**config.mk**
```make
export PLATFORM = sky130hd
export DESIGN_NAME = dom_pk_key_state_flat
export DESIGN_NICKNAME = d
export VERILOG_FILES = /design/src/rtl/dom_pk_pkg.sv /design/src/rtl/dom_pk_key_state_if.sv /design/src/rtl/dom_pk_slot_table.sv /design/src/rtl/dom_pk_key_state.sv /design/src/flat_wrapper.sv
export SDC_FILE = /design/constraint.sdc
export NUM_CORES = 1
export LEC_CHECK = 0
export BUFFER_PORTS_ARGS = -buffer_cell sky130_fd_sc_hd__buf_4
export CAP_MARGIN = 10
export CORE_ASPECT_RATIO = 1.75
export CORE_UTILIZATION = 62
export CTS_BUF_LIST = sky130_fd_sc_hd__clkbuf_4 sky130_fd_sc_hd__clkbuf_8
export DETAILED_ROUTE_END_ITERATION = 7
export PLACE_DENSITY = 0.94
export RECOVER_POWER = 25
export SYNTH_ARGS = -nofsm -noshare
export SYNTH_HDL_FRONTEND = slang
export SYNTH_SLANG_ARGS = --single-unit
```
**constraint.sdc**
```tcl
create_clock -name clock -period 7.2 [get_ports clock]
set_input_delay 0.36 -clock clock [delete_from_list [all_inputs] [get_ports clock]]
set_output_delay 0.36 -clock clock [all_outputs]
set_load 0.02 [all_outputs]
```
**src/rtl/dom_pk_pkg.sv**
```systemverilog
// Shared constants, FSM state type and code-legality helper for the DOM_PK key-state tracker.
package dom_pk_pkg;

  localparam int          CODE_W         = 16;
  localparam logic [31:0] DOM_PK_UNKNOWN = 32'd0;

  typedef enum logic [1:0] {
    ST_IDLE   = 2'd0,
    ST_SEARCH = 2'd1,
    ST_UPDATE = 2'd2,
    ST_EMIT   = 2'd3
  } state_t;

  // A code is usable when it is not UNKNOWN and fits in the stored width.
  function automatic logic code_legal(input logic [31:0] code, input int code_w);
    return (code != DOM_PK_UNKNOWN) && ((code >> code_w) == 32'd0);
  endfunction

endpackage

```
**src/rtl/dom_pk_key_state_if.sv**
```systemverilog
// Upstream key-code handshake plus downstream key-state event channel.
interface dom_pk_key_state_if #(
  parameter int CODE_W = dom_pk_pkg::CODE_W
);
  logic              in_valid;
  logic              in_stall;
  logic [31:0]       in_code;
  logic              in_down;
  logic              evt_valid;
  logic              evt_stall;
  logic [CODE_W-1:0] evt_code;
  logic              evt_down;

  modport master (
    output in_valid, in_code, in_down, evt_stall,
    input  in_stall, evt_valid, evt_code, evt_down
  );

  modport slave (
    input  in_valid, in_code, in_down, evt_stall,
    output in_stall, evt_valid, evt_code, evt_down
  );
endinterface

```
**src/rtl/dom_pk_slot_table.sv**
```systemverilog
// Pressed-key slot storage: valid bits and codes, one indexed read port, one write/invalidate port.
module dom_pk_slot_table #(
  parameter int NUM_SLOTS = 8,
  parameter int CODE_W    = 16,
  parameter int IDX_W     = 3
) (
  input  logic              clock,
  input  logic              resetn,
  input  logic              clear_i,
  input  logic [IDX_W-1:0]  rd_idx_i,
  output logic              rd_valid_o,
  output logic [CODE_W-1:0] rd_code_o,
  input  logic              wr_en_i,
  input  logic [IDX_W-1:0]  wr_idx_i,
  input  logic              wr_valid_i,
  input  logic [CODE_W-1:0] wr_code_i
);
  import dom_pk_pkg::*;

  logic [NUM_SLOTS-1:0] valid_q;
  logic [CODE_W-1:0]    code_q [NUM_SLOTS];

  // Slot state; stale codes behind a cleared valid bit are never matched.
  always_ff @(posedge clock) begin
    if (!resetn) begin
      valid_q <= '0;
      for (int i = 0; i < NUM_SLOTS; i++) begin
        code_q[i] <= '0;
      end
    end else if (clear_i) begin
      valid_q <= '0;
    end else if (wr_en_i) begin
      valid_q[wr_idx_i] <= wr_valid_i;
      if (wr_valid_i) begin
        code_q[wr_idx_i] <= wr_code_i;
      end
    end
  end

  assign rd_valid_o = valid_q[rd_idx_i];
  assign rd_code_o  = code_q[rd_idx_i];

endmodule

```
**src/rtl/dom_pk_key_state.sv**
```systemverilog
// Tracks currently pressed DOM_PK keys and emits one event per press/release state change.
module dom_pk_key_state #(
  parameter int NUM_SLOTS = 8,
  parameter int CODE_W    = dom_pk_pkg::CODE_W
) (
  input  logic                           clock,
  input  logic                           resetn,
  dom_pk_key_state_if.slave              bus,
  input  logic                           clear,
  output logic [$clog2(NUM_SLOTS+1)-1:0] pressed_count,
  output logic                           overflow,
  output logic                           invalid_code
);
  import dom_pk_pkg::*;

  localparam int               IDX_W    = (NUM_SLOTS > 1) ? $clog2(NUM_SLOTS) : 1;
  localparam int               CNT_W    = $clog2(NUM_SLOTS + 1);
  localparam logic [IDX_W-1:0] LAST_IDX = IDX_W'(NUM_SLOTS - 1);
  localparam logic [CNT_W-1:0] CNT_MAX  = CNT_W'(NUM_SLOTS);

  state_t            state_q, state_d;
  logic [CODE_W-1:0] code_q, code_d;
  logic              down_q, down_d;
  logic [IDX_W-1:0]  idx_q, idx_d;
  logic              hit_q, hit_d;
  logic [IDX_W-1:0]  hit_idx_q, hit_idx_d;
  logic              free_q, free_d;
  logic [IDX_W-1:0]  free_idx_q, free_idx_d;
  logic [CNT_W-1:0]  cnt_q, cnt_d;
  logic              ovf_q, ovf_d;
  logic              inv_q, inv_d;
  logic              evt_valid_q, evt_valid_d;
  logic [CODE_W-1:0] evt_code_q, evt_code_d;
  logic              evt_down_q, evt_down_d;

  logic              rd_valid_s;
  logic [CODE_W-1:0] rd_code_s;
  logic              wr_en_s;
  logic [IDX_W-1:0]  wr_idx_s;
  logic              wr_valid_s;

  dom_pk_slot_table #(
    .NUM_SLOTS (NUM_SLOTS),
    .CODE_W    (CODE_W),
    .IDX_W     (IDX_W)
  ) u_table (
    .clock      (clock),
    .resetn     (resetn),
    .clear_i    (clear),
    .rd_idx_i   (idx_q),
    .rd_valid_o (rd_valid_s),
    .rd_code_o  (rd_code_s),
    .wr_en_i    (wr_en_s),
    .wr_idx_i   (wr_idx_s),
    .wr_valid_i (wr_valid_s),
    .wr_code_i  (code_q)
  );

  // Next-state logic: clear pre-empts everything, otherwise one slot per SEARCH cycle.
  always_comb begin
    state_d     = state_q;
    code_d      = code_q;
    down_d      = down_q;
    idx_d       = idx_q;
    hit_d       = hit_q;
    hit_idx_d   = hit_idx_q;
    free_d      = free_q;
    free_idx_d  = free_idx_q;
    cnt_d       = cnt_q;
    ovf_d       = ovf_q;
    inv_d       = inv_q;
    evt_valid_d = evt_valid_q;
    evt_code_d  = evt_code_q;
    evt_down_d  = evt_down_q;
    wr_en_s     = 1'b0;
    wr_idx_s    = hit_idx_q;
    wr_valid_s  = 1'b0;

    if (clear) begin
      state_d     = ST_IDLE;
      cnt_d       = '0;
      ovf_d       = 1'b0;
      inv_d       = 1'b0;
      evt_valid_d = 1'b0;
    end else begin
      case (state_q)
        ST_IDLE: begin
          if (bus.in_valid && code_legal(bus.in_code, CODE_W)) begin
            code_d  = bus.in_code[CODE_W-1:0];
            down_d  = bus.in_down;
            idx_d   = '0;
            hit_d   = 1'b0;
            free_d  = 1'b0;
            state_d = ST_SEARCH;
          end else if (bus.in_valid) begin
            inv_d = 1'b1;
          end else begin
            state_d = ST_IDLE;
          end
        end
        ST_SEARCH: begin
          if (rd_valid_s && (rd_code_s == code_q)) begin
            hit_d     = 1'b1;
            hit_idx_d = idx_q;
            state_d   = ST_UPDATE;
          end else begin
            if (!rd_valid_s && !free_q) begin
              free_d     = 1'b1;
              free_idx_d = idx_q;
            end else begin
              free_d = free_q;
            end
            if (idx_q == LAST_IDX) begin
              state_d = ST_UPDATE;
            end else begin
              idx_d = idx_q + IDX_W'(1);
            end
          end
        end
        ST_UPDATE: begin
          state_d = ST_IDLE;
          if (down_q && !hit_q && free_q && (cnt_q != CNT_MAX)) begin
            wr_en_s     = 1'b1;
            wr_idx_s    = free_idx_q;
            wr_valid_s  = 1'b1;
            cnt_d       = cnt_q + CNT_W'(1);
            evt_valid_d = 1'b1;
            evt_code_d  = code_q;
            evt_down_d  = 1'b1;
            state_d     = ST_EMIT;
          end else if (down_q && !hit_q) begin
            ovf_d = 1'b1;
          end else if (!down_q && hit_q && (cnt_q != '0)) begin
            wr_en_s     = 1'b1;
            wr_idx_s    = hit_idx_q;
            wr_valid_s  = 1'b0;
            cnt_d       = cnt_q - CNT_W'(1);
            evt_valid_d = 1'b1;
            evt_code_d  = code_q;
            evt_down_d  = 1'b0;
            state_d     = ST_EMIT;
          end else begin
            state_d = ST_IDLE;
          end
        end
        ST_EMIT: begin
          if (!bus.evt_stall) begin
            evt_valid_d = 1'b0;
            state_d     = ST_IDLE;
          end else begin
            state_d = ST_EMIT;
          end
        end
        default: state_d = ST_IDLE;
      endcase
    end
  end

  // State and output registers.
  always_ff @(posedge clock) begin
    if (!resetn) begin
      state_q     <= ST_IDLE;
      code_q      <= '0;
      down_q      <= 1'b0;
      idx_q       <= '0;
      hit_q       <= 1'b0;
      hit_idx_q   <= '0;
      free_q      <= 1'b0;
      free_idx_q  <= '0;
      cnt_q       <= '0;
      ovf_q       <= 1'b0;
      inv_q       <= 1'b0;
      evt_valid_q <= 1'b0;
      evt_code_q  <= '0;
      evt_down_q  <= 1'b0;
    end else begin
      state_q     <= state_d;
      code_q      <= code_d;
      down_q      <= down_d;
      idx_q       <= idx_d;
      hit_q       <= hit_d;
      hit_idx_q   <= hit_idx_d;
      free_q      <= free_d;
      free_idx_q  <= free_idx_d;
      cnt_q       <= cnt_d;
      ovf_q       <= ovf_d;
      inv_q       <= inv_d;
      evt_valid_q <= evt_valid_d;
      evt_code_q  <= evt_code_d;
      evt_down_q  <= evt_down_d;
    end
  end

  // Clear must block acceptance in the same cycle, so it is folded in combinationally.
  assign bus.in_stall   = (state_q != ST_IDLE) || clear;
  assign bus.evt_valid  = evt_valid_q;
  assign bus.evt_code   = evt_code_q;
  assign bus.evt_down   = evt_down_q;
  assign pressed_count  = cnt_q;
  assign overflow       = ovf_q;
  assign invalid_code   = inv_q;

endmodule

```
**src/flat_wrapper.sv**
```systemverilog
// flat-port wrapper written by rule: the top's interface ports become plain ports
module dom_pk_key_state_flat import dom_pk_pkg::*;
#(
  parameter int NUM_SLOTS = 8,
  parameter int CODE_W    = dom_pk_pkg::CODE_W
)
  (clock, resetn, clear, pressed_count, overflow, invalid_code, bus_in_valid, bus_in_code, bus_in_down, bus_evt_stall, bus_in_stall, bus_evt_valid, bus_evt_code, bus_evt_down);
  dom_pk_key_state_if #(.CODE_W(CODE_W)) bus_i ();
  input  logic clock;
  input  logic resetn;
  input  logic clear;
  output logic [$clog2(NUM_SLOTS+1)-1:0] pressed_count;
  output logic overflow;
  output logic invalid_code;
  input wire logic [$bits(bus_i.in_valid)-1:0] bus_in_valid;
  input wire logic [$bits(bus_i.in_code)-1:0] bus_in_code;
  input wire logic [$bits(bus_i.in_down)-1:0] bus_in_down;
  input wire logic [$bits(bus_i.evt_stall)-1:0] bus_evt_stall;
  output wire logic [$bits(bus_i.in_stall)-1:0] bus_in_stall;
  output wire logic [$bits(bus_i.evt_valid)-1:0] bus_evt_valid;
  output wire logic [$bits(bus_i.evt_code)-1:0] bus_evt_code;
  output wire logic [$bits(bus_i.evt_down)-1:0] bus_evt_down;
  assign bus_i.in_valid = bus_in_valid;
  assign bus_i.in_code = bus_in_code;
  assign bus_i.in_down = bus_in_down;
  assign bus_i.evt_stall = bus_evt_stall;
  assign bus_in_stall = bus_i.in_stall;
  assign bus_evt_valid = bus_i.evt_valid;
  assign bus_evt_code = bus_i.evt_code;
  assign bus_evt_down = bus_i.evt_down;
  dom_pk_key_state #(.NUM_SLOTS(NUM_SLOTS), .CODE_W(CODE_W)) u_core (.clock(clock), .resetn(resetn), .bus(bus_i), .clear(clear), .pressed_count(pressed_count), .overflow(overflow), .invalid_code(invalid_code));
endmodule
```
Yosys cells after proc, flatten, opt, wreduce, memory -nomap -nowiden. Memory sizes are Yosys's and may differ from the RTL's. A register that Yosys moved wholly into a read port is not among the register bits. Cells that the tools add are included.

Bits in registers: 62. RAM bits: 128. Output and inout port bits: 25. Memories: 1.

Add/sub/neg operators: 3. $lt $le $gt $ge: 3. Equal/unequal tests: 17. Muxes and demuxes: 60. Bitwise logic cells: 5. Reduce and logical (&&, ||, !) cells: 37.

Memory list: u_core.u_table.code_q (depth 8, width 16, read ports 1, clocked after memory_dff 1, write ports 8, line dom_pk_slot_table.sv:21) `logic [CODE_W-1:0] code_q [NUM_SLOTS];`.

Operators with widths (number): $mux 16 (4); $logic_not 32->1 (1); $reduce_bool 32->1 (1); $mux 1 (28); $mux 3 (9); $eq 16x16->1 (1); $mux 2 (8); $reduce_and 4->1 (4); $reduce_or 16->1 (1); $reduce_and 3->1 (5); $mux 4 (3); $logic_and 1x1->1 (10); $reduce_and 5->1 (2); $bwmux 8 (1); $lt 3x4->1 const B (2); $ne 2x2->1 const B (4); $pmux 2 s4 (1); $reduce_bool 2->1 (4); $ne 2x1->1 const B (3); $ne 3x1->1 const B (2); $pmux 1 s2 (3); $pmux 3 s2 (1); $not 1->1 (5); $add 4x1->4 const B (1); other kinds (17) (21).

Logic depth before layout (Yosys ltp).
Word-level depth: 14. Gate-level depth with buffers: 10.

Cells and area by module. A second synthesis with hierarchy kept.

Cells, all modules: 649. Area total of the unflattened synthesis: 8976.1 sq um.

By module, submodules not included: dom_pk_slot_table (instances 1, cells an instance 393, area an instance 6392.4 sq um); dom_pk_key_state (instances 1, cells an instance 256, area an instance 2583.7 sq um).

Worst setup path after synthesis. Ideal clock, no wire load.

Path type: reg-to-reg. Start point: reg u_core.cnt_q[0], in the netlist u_core.pressed_count[0]. End point: mem u_core.u_table.code_q[6][0] (enable). Library setup time: 0.411 ns. Arrival: 2.730 ns. Data required time: 6.789 ns. Slack: 4.059 ns. Cell stages (with the launch flop): 6. Path buffers: 0. Period minus slack after synthesis: 3.141 ns. Cell sequence: dfxtp_1 or4b_1 nand4_1 mux2_2 o21ai_0 o21ai_0.

RTL lines: start: declaration (line dom_pk_key_state.sv:29) `logic [CNT_W-1:0] cnt_q, cnt_d;`; start signal: assignment (line dom_pk_key_state.sv:185) `cnt_q <= cnt_d;`; end: declaration (line dom_pk_slot_table.sv:21).

==> reports/results.ini <==
[status]
status=finished, violations left
failed_checks=max-capacitance violations, max-slew violations

[timing]
tns_ps=0
finalSetupViolCount=0
skew_ps=21.17
fin_crit_ps=3564
slew_viol_final=10
rsz0062_at_grt=no
layout_setup_ws_ps=3636
fmax_mhz=280.6
final-hold-violation-count=0
fin_crit_sh_pct=49.50
tightest_slew_ps=1762
maxSlewHeadroom_pct=-18.34

[detailed_routing]
drt_iter0_drc=678
first_pass_iters=7
dr_total_vias=6176
avgRoutedWirePerCell_um=24.65
routed_wirelength_mm=23.17
drc=0
ant_nets=0
vias_per_cell=6.570

[power_and_ir_drop]
power_leakage_nw=3.699
power_density_nw_per_um2=211.2
vdd_drop_max_v=0.0002548
finalPower_mw=2.063

[critical_path]
critPathMaxFanout=17
critical_path_class=register to register
worstReg2RegStart=u_core.state_q[1]
required_ps=7300
start_kind=register
cp-end-kind=register
setup.worst_path.start=u_core.state_q[1]
cp.arrival_ps=3660

[logic_synthesis]
syn_area_um2=8946
netlist_instances=719
synth_seq_cells=193
ys_seq_area_share_pct=57.51
avgSynthCellArea_um2=12.44
synth_ff_type=edfxtp_1
syn_nets=762
synth-edff-count=128
synth_largest_area_cell=edfxtp_1
yosys_warnings=0
yosys.area.top_type_share_pct=42.97
synthArstFlopShare_pct=0
synth.area.top_cells=edfxtp_1, dfxtp_1, mux2i_1
synth.distinct_cells=47

[place]
hpwl_mm=15.36
port_buffers=62
dp_slack_ps=3818
place_congestion=0.9010
placedCellCount=908

[cts]
postCtsSetupBuffers=0
clk_pin_slew_ps=100
post_cts_resized=0
cts_buffers=17
cts_hold_buf=0
cts_sinks=193
cts.path.max_buffers=2
cts_tree=built
clk_latency_ps=480
ctsRootBufferMaster=clkbuf_8
htreeDepth=4

[grt]
grt_max_degree=59
overflow=0
antenna_found_initial=0
grt_usage_pct=32.75
grt_pass1_vias=6486
grt_pass1_wl_mm=35.40

[final_layout]
areaGrowthSynthToFinish_pct=9.189
layout_common_cells=edfxtp_1, mux2i_1, and2_1, dfxtp_1, and3_1
insertedDiodeCount=0
nets=793
fin_cells=940
final_common_cell=edfxtp_1
drive_gt1_share_pct=14.02

[floorplanning]
die_h_um=160.9
core_area_um2=13980
die_w_um=92.81
dieArea_um2=14930
num_rows=57
num_io_pins=63
start_util_pct=64.00

[worst_hold_path]
hp-start=bus_in_code[6]
hold_path.class=input pin to register

[job]
maxCapViolations=1

[sequential cells by signal, summed over array words and instances (netlist names), named ones only]
signal,flops
u_core.free_q,1
u_core.state_q,2
u_core.down_q,1
u_core.hit_idx_q,3
u_core.code_q,16
u_core.u_table.code_q,128
u_core.hit_q,1
u_core.bus.evt_valid,1
u_core.pressed_count,4
u_core.overflow,1
u_core.invalid_code,1
u_core.bus.evt_down,1
u_core.free_idx_q,3
u_core.idx_q,3
u_core.bus.evt_code,16
u_core.u_table.valid_q,8
[worst max-delay path, stage by stage, from the launching register on]
cell	delay, ps
dfxtp_1	470
nor3b_1	350
and4_1	490
nand2_1	180
nor3_1	220
clkbuf_1	670
nand2b_1	800
[cell usage after synthesis (2+ instances only)]
cell type  count
edfxtp_1     128
and2_1        85
mux2i_1       71
dfxtp_1       65
and3_1        54
clkbuf_1      49
nor2b_1       42
nand2_1       30
nor2_1        28
mux4_2        26
o21ai_0       15
a21oi_1       13
nand2b_1      10
xor2_1        10
nor3_1         9
a22oi_1        8
nor4_1         8
inv_1          7
xnor2_1        7
buf_2          5
nand4_1        5
ha_1           4
o22ai_1        4
a21o_1         3
buf_6          3
o21ai_1        3
a211oi_1       2
and4_1         2
mux2_2         2
nand3_1        2
nor3b_1        2
o211a_1        2
[through the flow]
stage                     instance area [um^2]  utilization, %  hold WS (ps)
after floorplan                           8946               -         453.2
after global placement                    9449           67.60         459.9
after detailed placement                  9449           67.60         471.6
after CTS                                 9878           70.67         150.1
after global routing                      9768           69.88         135.9
final                                     9768           69.88         154.9
[final timing paths]
kind | to | slack, ps | cells after the start
worst max-delay path | u_core.u_table.code_q[4][2] | 3640 | 6
worst min-delay path | u_core.code_q[6] | 150 | 3
worst max register to register | u_core.u_table.code_q[4][2] | 3640 | 6
worst min register to register | u_core.overflow | 490 | 2
[where the power goes]
group | internal [mW] | total [mW] | switching (mW)
logic | 0.0289 | 0.0671 | 0.0382
registers | 1.21 | 1.22 | 0.0151
clock network | 0.360 | 0.772 | 0.412
[cells by family (layout without fill, tap and decap cells)]
family	Yosys count	in the layout	synth area share, %
muxes	99	99	14.74
and+or+nand+nor	283	283	18.25
adders and majority gates	5	5	0.7832
xor gates and xnor gates	17	17	1.664
AOI/OAI and AO/OA	57	57	4.000
DFF	193	193	57.51
buffers and inverters	65	109	3.049
[metal layers]
| layer | routed length [um] | track usage [%] | vias to the layer above |
|---|---|---|---|
| li1 | - | - | 2648 |
| met1 | 7247 | 32.94 | 2902 |
| met2 | 12080 | 57.39 | 439 |
| met3 | 1718 | 7.528 | 187 |
| met4 | 2124 | 24.62 | 0 |
| met5 | 0 | 0 | - |
[final cells by class]
class                   instances  area, um^2
flip-flops and latches        193        5146
fillers                       949        4210
multi-input cells             461        3528
repair buffers                 69       412.9
clock buffers                  18       241.5
well taps                     177       221.5
clock inverters                14       187.7
inverters                       8       30.03
Power figures use the tool's default switching activity.
